## config.mk

```make
export PLATFORM = sky130hd
export DESIGN_NAME = cam_pixel_packer
export DESIGN_NICKNAME = d
export VERILOG_FILES = /design/src/rtl/cam_pixel_packer.sv
export SDC_FILE = /design/constraint.sdc
export NUM_CORES = 1
export LEC_CHECK = 0
export ABC_CLOCK_PERIOD_IN_PS = 2510
export BUFFER_PORTS_ARGS = -buffer_cell sky130_fd_sc_hd__buf_2
export CORE_MARGIN = 2
export CORE_UTILIZATION = 41
export CTS_CLUSTER_SIZE = 8
export DETAILED_ROUTE_END_ITERATION = 8
export PLACE_DENSITY = 0.69
export SYNTH_ARGS = -nofsm -noshare
export SYNTH_HDL_FRONTEND = slang
export SYNTH_SLANG_ARGS = --single-unit
```

## constraint.sdc

```tcl
create_clock -name clk -period 2.51 [get_ports clk]
set_clock_uncertainty 0.05 [all_clocks]
set_input_delay 0.3765 -clock clk [delete_from_list [all_inputs] [get_ports clk]]
set_output_delay 0.3765 -clock clk [all_outputs]
set_load 0.03 [all_outputs]
```

## src/rtl/cam_pixel_packer.sv

```systemverilog
// Packs an 8-bit CMOS camera byte stream (RGB565, high byte first) into 16-bit FIFO writes.
// Optional CAM_PACK_STATS_EN adds frame_cnt / line_err statistics outputs.
module cam_pixel_packer #(
  parameter int H_PIXELS = 640,
  parameter int V_LINES  = 480
) (
  input  logic        clk,
  input  logic        rst,
  input  logic        cmos_vsync,
  input  logic        cmos_href,
  input  logic [7:0]  cmos_db,
  input  logic        fifo_full,
  output logic        wr_en,
  output logic [15:0] wr_data,
  output logic        frame_start,
  output logic        frame_done,
  output logic        overflow,
`ifdef CAM_PACK_STATS_EN
  output logic [15:0] frame_cnt,
  output logic        line_err,
`endif
  output logic [1:0]  state_dbg
);

  localparam int CW = $clog2(H_PIXELS + 1);
  localparam int RW = $clog2(V_LINES + 1);

  typedef enum logic [1:0] {
    WAIT_VS_HIGH = 2'd0,
    WAIT_VS_LOW  = 2'd1,
    CAPTURE      = 2'd2
  } state_t;

  state_t        state;
  logic          vs_r;
  logic          href_r;
  logic          href_d;
  logic [7:0]    db_r;
  logic [7:0]    hi_byte;
  logic          phase;
  logic [CW-1:0] col;
  logic [RW-1:0] row;
`ifdef CAM_PACK_STATS_EN
  // Overrun bits distinguish "exactly H/V" from "more than H/V" once counters saturate.
  logic          col_ovr;
  logic          row_ovr;
`endif

  assign state_dbg = state;

  always_ff @(posedge clk or posedge rst) begin
    if (rst) begin
      state       <= WAIT_VS_HIGH;
      vs_r        <= 1'b0;
      href_r      <= 1'b0;
      href_d      <= 1'b0;
      db_r        <= 8'd0;
      hi_byte     <= 8'd0;
      phase       <= 1'b0;
      col         <= '0;
      row         <= '0;
      wr_en       <= 1'b0;
      wr_data     <= 16'd0;
      frame_start <= 1'b0;
      frame_done  <= 1'b0;
      overflow    <= 1'b0;
`ifdef CAM_PACK_STATS_EN
      col_ovr     <= 1'b0;
      row_ovr     <= 1'b0;
      frame_cnt   <= 16'd0;
      line_err    <= 1'b0;
`endif
    end else begin
      vs_r        <= cmos_vsync;
      href_r      <= cmos_href;
      db_r        <= cmos_db;
      href_d      <= href_r;
      wr_en       <= 1'b0;
      frame_start <= 1'b0;
      frame_done  <= 1'b0;
      case (state)
        WAIT_VS_HIGH: begin
          phase <= 1'b0;
          if (vs_r) state <= WAIT_VS_LOW;
        end
        WAIT_VS_LOW: begin
          phase <= 1'b0;
          if (!vs_r) begin
            state       <= CAPTURE;
            frame_start <= 1'b1;
            col         <= '0;
            row         <= '0;
`ifdef CAM_PACK_STATS_EN
            col_ovr     <= 1'b0;
            row_ovr     <= 1'b0;
`endif
          end
        end
        CAPTURE: begin
          if (vs_r) begin
            state      <= WAIT_VS_LOW;
            phase      <= 1'b0;
            frame_done <= 1'b1;
`ifdef CAM_PACK_STATS_EN
            frame_cnt  <= frame_cnt + 16'd1;
            if (row != RW'(V_LINES) || row_ovr) line_err <= 1'b1;
`endif
          end else if (href_d && !href_r) begin
            // Line end: drop any unpaired byte and advance to the next row.
            phase <= 1'b0;
            col   <= '0;
`ifdef CAM_PACK_STATS_EN
            col_ovr <= 1'b0;
            if (row < RW'(V_LINES) && (col != CW'(H_PIXELS) || col_ovr)) line_err <= 1'b1;
            if (row == RW'(V_LINES)) row_ovr <= 1'b1;
`endif
            if (row < RW'(V_LINES)) row <= row + 1'b1;
          end else if (href_r) begin
            if (!phase) begin
              hi_byte <= db_r;
              phase   <= 1'b1;
            end else begin
              phase <= 1'b0;
              if (row < RW'(V_LINES)) begin
                if (col < CW'(H_PIXELS)) begin
                  col <= col + 1'b1;
                  if (fifo_full) begin
                    overflow <= 1'b1;
                  end else begin
                    wr_en   <= 1'b1;
                    wr_data <= {hi_byte, db_r};
                  end
                end
`ifdef CAM_PACK_STATS_EN
                else col_ovr <= 1'b1;
`endif
              end
            end
          end
        end
        default: state <= WAIT_VS_HIGH;
      endcase
    end
  end

endmodule

```

==> qor.txt, run 1 <==
outcome - finished clean
most frequent cell after synthesis - dfrtp_1
switching share of power - 24.2%
Clock Latency Late Sink - 0.33 ns
top cell type's share of synthesized area - 57.3%
Vias - 1891
worst endpoint required time - 2.72 ns
DRT antenna net count - 0
VDD IR max - 0.392 mV
maximum clock frequency - 475 MHz
DR vias/cell - 5.53
reg-to-reg critical path endpoint - col[4]
Cells after Synth - 220
Die Footprint - 7150 sq um
Final period util - 84.0%
Syn Nets - 235
DRC - 0
Register Area - 1530 sq um
worst hold path class - input pin to async pin
Finished Core Util - 49.5%
grt ovf - 0
total I/O pin count - 35
Mapped Avg Cell Area - 12.1 sq um
clock network fraction of total power - 40.3%
FF+latch count, synth - 61
YS warnings - 0
Pins Over Slew Limit - 0
Post-Route WL - 5010 um
crit path max fanout - 16
RSZ-0062 raised after global routing - no
post-CTS setup buffer count - 0
Row Count - 29
crit start category - flop
RePlAce Congestion - 0.797
CTS tree - built
Critical Path Sink Type - flop
CTS hold repair buffers - 0
die width - 84.6 um
slowest cell delay on critical path - 0.83 ns
clock sink total - 61
placed cell area - 2930 sq um
initial antenna violation count - 0
leakage power - 0.00152 uW
design area - 3130 sq um
Pre-antenna DRT Iters - 4
buffers and inverters on the worst path - 1
Antenna diodes - 0
IO buf count - 34
global-route wire length before repair - 8510 um
gr usage total - 15.2%
Final min period - 2.11 ns
sequential fraction of the synthesis area - 57.3%
synth-to-layout area growth - 17.5%
Setup CP Type - flop to flop
total negative slack - 0 ns
Gate power share - 8.9%
R2R depth - 4
Top delay family on crit path - compound AO/OA/AOI/OAI gates
FF-to-FF Start - state_dbg[0]
initial drt markers - 127
fin nets - 276
Num CTS Buffers - 9
Starting Density - 42.2%
largest net degree at the start of global routing - 34
DR WL/cell - 14.7 um
maximum clock path buffer count - 2
share of cells above drive strength 1 - 30.9%
Top FF cell, synth - dfrtp_1
Worst-path clk slew - 0.07 ns
cells resized by post-CTS repair - 0
number of global-route vias before repair - 1793
internal power - 1650 uW
final setup fails - 0
Die H - 84.6 um
FF-to-FF setup slack - 0.40 ns
Arr. time, crit path - 2.31 ns
mapped cell area - 2660 sq um
P per Cell Area - 697 nW/um^2
Sequential Power Share - 50.9%
final-report hold violation count - 0
H-tree levels - 3
dpl hpwl - 3450 um
Max Cap Violations - 0
Worst-Margin Slew - 1.06 ns
FILL cells - 572
Worst path slowest cell - o21ai_1
critical path cell sequence - and2b_1 -> o21ai_1 -> inv_1 -> a31oi_1
Core ar. - 6310 sq um
number of unique standard cell types used by synthesis - 48
Yosys top cell by area - dfrtp_1
top post-synthesis cells by area - dfrtp_1 (57%), mux2_2 (6.3%), mux2_4 (5.1%), nand2_1 (2.1%), nand3_1 (2.1%)
number of synthesized flops with an enable pin - 0
area of the multi-input gates - 1040 sq um
sw power - 527 uW
relative slew slack - 29.0%
Root Driver - clkbuf_8
async set or reset register ratio after synthesis - 100%
Post-synth top cells - dfrtp_1 (61), mux2_2 (15), nand2_1 (15)
cells by family (layout without fill, tap and decap cells):
| family | count (synthesis) | count (layout) | share of synthesized area, % |
|---|---|---|---|
| AND/OR/NAND/NOR | 70 | 70 | 15.0 |
| buffers and inverters | 19 | 64 | 3.48 |
| flip-flops | 61 | 61 | 57.3 |
| adder cells (fa/ha/maj) | 2 | 2 | 0.940 |
| XOR/XNOR | 1 | 1 | 0.329 |
| multiplexers | 26 | 26 | 12.2 |
| AO/OA/AOI/OAI | 41 | 41 | 10.7 |
registers in the layout, indices dropped and copies added (netlist names), 2 cells and up:
signal / flops
state_dbg: 2
row: 9
col: 10
wr_data: 16
hi_byte: 8
db_r: 8
metal layers:
layer | vias to the layer above | share of wire [%] | global-route usage [%]
li1 | 895 | - | -
met1 | 930 | 47 | 21.0
met2 | 54 | 46 | 22.8
met3 | 12 | 5.0 | 3.34
met4 | 0 | 2.3 | 7.79
met5 | - | 0 | 0
worst max path at each step:
stage | start | slack (ns) | to | depth (start not counted)
floorplan | state_dbg[0] | 0.52 | wr_data[0] | 6
global placement | state_dbg[0] | 0.44 | row[3] | 4
detailed placement | state_dbg[0] | 0.40 | col[4] | 4
CTS | state_dbg[0] | 0.36 | col[4] | 4
global route | state_dbg[0] | 0.1 | col[4] | 4
finish | state_dbg[0] | 0.40 | col[4] | 4
area by class of cell:
cell class	instances	area share, %
Clock buffer	12	4.96
Clock inverter	3	1.44
Inverter	9	1.08
Multi-Input combinational cell	140	33.4
Sequential cell	61	48.8
Tap cell	77	3.08
Timing Repair Buffer	40	7.28
layout by cell type (no fill, tap or decap), types with 3 or more instances in the layout:
master    count
nand3_1      11
nor3b_1       3
buf_2        34
mux2_2       15
and3_1        4
a211o_1       3
nand4_1       4
a31oi_1       5
clkbuf_8     11
a21oi_1       6
o41ai_1       4
nor3_1        4
nand2_1      15
mux2_4        9
o211ai_1      5
dfrtp_1      61
o21ai_0       5
nand2b_1      4
nor2_1        7
or4_1         3
buf_4         5
inv_1         7
power groups by stage:
stage                     logic, uW  clock network [uW]  registers, uW
after floorplan                 132                   0           1130
after global placement          188                   0           1130
after detailed placement        193                   0           1130
after CTS                       196                 899           1110
after global routing            216                 936           1120
final                           193                 877           1110
through the flow:
| step | instances | hold slack (ns) | power, uW | setup WS (ns) |
|---|---|---|---|---|
| floorplan | 220 | 0.303 | 1260 | 0.524 |
| global placement | 327 | 0.385 | 1310 | 0.438 |
| detailed placement | 327 | 0.393 | 1320 | 0.399 |
| CTS | 342 | 0.0802 | 2200 | 0.359 |
| global route | 342 | 0.0821 | 2270 | 0.0995 |
| finish | 342 | 0.0818 | 2180 | 0.403 |
Power figures use the tool's default switching activity.
==> run 2, diff against run 1 <==
ABC_AREA = 1   (was default)
ABC_CLOCK_PERIOD_IN_PS = 2200   (was 2510)
clock period = 2.2 ns   (was 2.51 ns; I/O delays follow)
==> run 2 against run 1 <==
Via count rose by 10%. Non-clock buffer count decreased by 4. Design area rose by 1.6%. Die area increased by 1.4%. Area after synthesis is 1.5% higher. Synthesized cell count rose by 39%. Fmax rose by 27%. Register-to-register slack better by 0.13 ns. Wire length up 1.7%. Sequential share of layout area shrank 0.77 points. Sequential cell count did not move. Critical endpoint is now wr_data[8]. Largest power group unchanged.
==> qor.txt, run 2 <==
outcome - finished clean
worst hold path class - input pin to flop
initial drt markers - 149
Top FF cell, synth - dfrtp_1
most frequent cell after synthesis - nand2_1
final setup fails - 0
top cell type's share of synthesized area - 56.5%
final-report hold violation count - 0
Pre-antenna DRT Iters - 4
slowest cell delay on critical path - 0.40 ns
Root Driver - clkbuf_8
Cells after Synth - 306
critical path cell sequence - inv_2 -> nand2_2 -> inv_4 -> and2_4 -> nand3_4 -> inv_2 -> nand2_1 -> nand2_1
Final min period - 1.67 ns
grt ovf - 0
post-CTS setup buffer count - 0
total power - 2540 uW
maximum clock path buffer count - 2
Arr. time, crit path - 1.90 ns
Setup CP Type - flop to flop
P per Cell Area - 800 nW/um^2
crit start category - flop
leakage power - 0.00163 uW
largest net degree at the start of global routing - 44
cell count after placement - 412
YS warnings - 0
Num CTS Buffers - 9
synth-to-layout area growth - 17.6%
worst endpoint required time - 2.43 ns
Die H - 85.2 um
number of global-route vias before repair - 1983
Worst-Margin Slew - 0.437 ns
maximum clock frequency - 600 MHz
Critical Path Sink Type - flop
RSZ-0062 raised after global routing - no
clock sink total - 61
Antenna diodes - 0
relative slew slack - 70.8%
async set or reset register ratio after synthesis - 100%
Final period util - 75.7%
most frequent standard cell in the layout excluding fill and tap cells - nand2_1
FF-to-FF setup slack - 0.53 ns
Vias - 2086
VDD IR max - 0.465 mV
number of synthesized flops with an enable pin - 0
Pins Over Slew Limit - 0
CTS tree - built
pre-CTS WS - 0.556 ns
Max Cap Violations - 0
DRT antenna net count - 0
FILL cells - 589
mapped cell area - 2700 sq um
DR vias/cell - 4.86
Syn Nets - 321
total I/O pin count - 35
post-route setup slack - 0.534 ns
initial antenna violation count - 0
Die Footprint - 7250 sq um
RePlAce Congestion - 0.792
Starting Density - 42.5%
commonest non-fill, non-tap cells in the layout - nand2_1 (96), dfrtp_1 (61), buf_2 (34)
Finished Layout Cells - 429
Worst-path clk slew - 0.07 ns
share of cells above drive strength 1 - 22.2%
IO buf count - 34
fin nets - 362
sequential fraction of the synthesis area - 56.5%
die width - 85.2 um
crit path max fanout - 25
gr usage total - 15.9%
dpl hpwl - 3620 um
most flop-heavy register - wr_data
Mapped Avg Cell Area - 8.83 sq um
H-tree levels - 3
DR WL/cell - 11.9 um
Row Count - 29
DRC - 0
top post-synthesis cells by area - dfrtp_1 (57%), nand2_1 (13%), inv_1 (4.3%), o21ai_1 (3.3%), nand3_1 (3.1%)
global-route wire length before repair - 9070 um
Worst path slowest cell - dfrtp_1
Finished Core Util - 50.0%
number of unique standard cell types used by synthesis - 26
Largest regs - wr_data x16, col x10, row x9
Core ar. - 6350 sq um
Yosys top cell by area - dfrtp_1
Post-synth top cells - nand2_1 (96), dfrtp_1 (61), inv_1 (31)
Post-Route WL - 5100 um
max reg flops - 16
total negative slack - 0 ns
Clock Latency Late Sink - 0.34 ns
FF+latch count, synth - 61
## run 2: final timing paths
kind	startpoint	to	cells after the start
min in group asynchronous	rst	state_dbg[1]	3
hold reg to reg	href_r	href_d	0
setup reg to reg	state_dbg[0]	wr_data[8]	8
hold / removal	cmos_db[6]	db_r[6]	1
max in group asynchronous	rst	col[2]	4
setup / recovery	state_dbg[0]	wr_data[8]	8
## run 2: cells by family after synthesis
kind of cell	share of synthesized area, %
XOR/XNOR	0.324
AND/OR/NAND/NOR	26.5
AO/OA/AOI/OAI	8.80
flip-flops	56.5
buffers and inverters	6.90
adder cells (fa/ha/maj)	0.926
## run 2: critical path, delay by kind of cell, from the launching register on
kind / cells / cell delay [ns]
buffers and inverters: 3 / 0.50
DFF: 1 / 0.40
and+or+nand+nor: 5 / 0.65
## run 2: layout make-up
cell class,instances,area (sq um),area share [%]
timing repair buffer,36,200,6.30
clock inverter,7,97.6,3.07
clock buffer,9,124,3.90
tap,77,96.3,3.03
inverter,38,145,4.57
multi-input combinational,201,988,31.1
sequential,61,1530,48.0
## run 2: repair_timing
action | in CTS | in global routing
hold buffers | 1 | 0
resized for setup | 0 | 0
setup endpoints to repair | 0 | 0
endpoints found under the hold margin | 18 | 0
## run 2: power breakdown
| group | switching, uW | internal [uW] |
|---|---|---|
| sequential | 45.7 | 1190 |
| combinational | 141 | 63.4 |
| clock | 459 | 640 |
| total | 646 | 1900 |
## run 2: per-layer routing
metal | wire length (um) | vias up | track usage, %
met1 | 2560 | 978 | 21.8
met4 | 107 | 0 | 7.79
met5 | 0 | - | 0
met3 | 195 | 12 | 4.09
li1 | - | 1058 | -
met2 | 2240 | 38 | 23.4
## run 2: stage by stage
step | cell area, sq um | hold WS, ns
final | 3180 | 0.0366
after global placement | 2950 | 0.306
after global routing | 3180 | 0.0282
after CTS | 3180 | 0.0236
after floorplan | 2700 | 0.311
after detailed placement | 2950 | 0.311
==> run 3, diff against run 2 <==
ABC_CLOCK_PERIOD_IN_PS = 1500   (was 2200)
PLACE_DENSITY = 0.71   (was 0.69)
clock period = 1.5 ns   (was 2.2 ns; I/O delays follow)
==> run 3 against run 2 <==
Clock power grew 16%. Die area stayed put. Core utilization up 2.9 points. First-iteration DRC count decreased by 21%. Sequential cell count unchanged. Fmax up 20%. Critical path type unchanged. Largest power group unchanged.
==> qor.txt, run 3 (synthesis gave the netlist of run 2 again) <==
sw power - 954 uW
most frequent standard cell in the layout excluding fill and tap cells - nand2_1
CTS tree - built
Die H - 85.2 um
DR vias/cell - 4.68
DRT antenna net count - 0
most flop-heavy register - wr_data
WHS Endpoint - overflow
Post-Route WL - 5230 um
R2R depth - 6
Root Driver - clkbuf_8
clock network fraction of total power - 37.3%
RSZ-0062 raised after global routing - no
number of global-route vias before repair - 2122
Antenna diodes - 0
DR WL/cell - 11.6 um
initial drt markers - 118
Top delay family on crit path - simple AND/OR/NAND/NOR gates
Worst-path clk slew - 0.07 ns
FF-to-FF Start - vs_r
buffers and inverters on the worst path - 1
Clock Latency Late Sink - 0.34 ns
post-CTS setup buffer count - 0
maximum clock frequency - 723 MHz
FILL cells - 571
slowest cell delay on critical path - 0.39 ns
switching share of power - 27.8%
share of cells above drive strength 1 - 25.1%
final setup fails - 0
Arr. time, crit path - 1.55 ns
internal power - 2480 uW
cell count after placement - 424
crit path max fanout - 18
Core ar. - 6350 sq um
synth-to-layout area growth - 24.4%
largest net degree at the start of global routing - 30
die width - 85.2 um
Critical Path Sink Type - flop
reg-to-reg critical path endpoint - col[8]
post-route setup slack - 0.117 ns
IO buf count - 34
Num CTS Buffers - 9
clock sink total - 61
worst endpoint required time - 1.67 ns
global-route wire length before repair - 9300 um
Pins Over Slew Limit - 0
crit start category - flop
max reg flops - 16
critical path cell sequence - inv_2 -> nand3_1 -> a21oi_2 -> nand2_4 -> nand2_1 -> o21ai_1
Row Count - 29
P per Cell Area - 1020 nW/um^2
Max Cap Violations - 0
Worst-Margin Slew - 0.438 ns
total power - 3430 uW
total I/O pin count - 35
gr usage total - 16.4%
WHS Path Cells - 3
Final min period - 1.38 ns
total negative slack - 0 ns
Worst path slowest cell - dfrtp_1
Sequential Power Share - 52.8%
Finished Layout Cells - 451
relative slew slack - 70.7%
Vias - 2111
Gate power share - 9.9%
pre-CTS WS - 0.0763 ns
Starting Density - 42.5%
DRC - 0
H-tree levels - 3
Final period util - 92.2%
initial antenna violation count - 0
Die Footprint - 7250 sq um
dpl hpwl - 3770 um
worst hold path class - input pin to flop
VDD IR max - 0.666 mV
Setup CP Type - flop to flop
RePlAce Congestion - 0.851
outcome - finished clean
commonest non-fill, non-tap cells in the layout - nand2_1 (96), dfrtp_1 (59), buf_2 (34)
leakage power - 0.00171 uW
fin nets - 384
FF-to-FF setup slack - 0.12 ns
maximum clock path buffer count - 2
Pre-antenna DRT Iters - 4
Largest regs - wr_data x16, col x10, row x9
final-report hold violation count - 0
Hold Crit Start - fifo_full
grt ovf - 0
## run 3: stage by stage
stage	hold slack [ns]	util, %	area (sq um)
after floorplan	0.206	-	2710
after global placement	0.201	48.3	3070
after detailed placement	0.206	48.3	3070
after CTS	0.151	52.8	3350
after global routing	0.164	52.9	3360
final	0.152	52.9	3360
## run 3: area by class of cell
cell class,count,area (sq um),share of cell area [%]
inverter,38,151,4.50
clock inverter,7,51.3,1.53
tap,77,96.3,2.87
timing repair buffer,58,415,12.4
multi-input combinational,201,993,29.6
sequential,61,1530,45.5
clock buffer,9,124,3.69
## run 3: repair_timing
item                                    CTS  global route
hold buffers                             11             0
resized for setup                         0             3
endpoints found under the hold margin    25             0
endpoints found under the setup margin    0            12
## run 3: power by group through the flow
stage	Clock (uW)	Combinational, uW	Sequential, uW
final	1280	340	1810
after global routing	1390	390	1820
after CTS	1320	343	1810
after detailed placement	0	321	1840
after global placement	0	312	1840
after floorplan	0	206	1850
## run 3: how the worst max path moves through the flow
| stage | start | end | cells after the start |
|---|---|---|---|
| 2_1_floorplan | state_dbg[0] | wr_data[0] | 8 |
| 3_3_place_gp | vs_r | row[5] | 8 |
| 3_5_place_dp | state_dbg[0] | col[4] | 7 |
| 4_1_cts | state_dbg[0] | col[4] | 7 |
| 5_1_grt | state_dbg[1] | col[5] | 6 |
| 6_report | vs_r | col[8] | 6 |
## run 3: tightest hold or removal path: stages
cell	delay [ns]
buf_2	0.12
nand4_1	0.10
nand2_1	0.05
## run 3: layer usage
layer / track usage, % / up-vias / part of all wire [%]
li1: - / 1100 / -
met1: 21.8 / 965 / 49
met2: 25.2 / 35 / 46
met3: 3.21 / 11 / 3.3
met4: 9.09 / 0 / 1.9
met5: 0 / - / 0
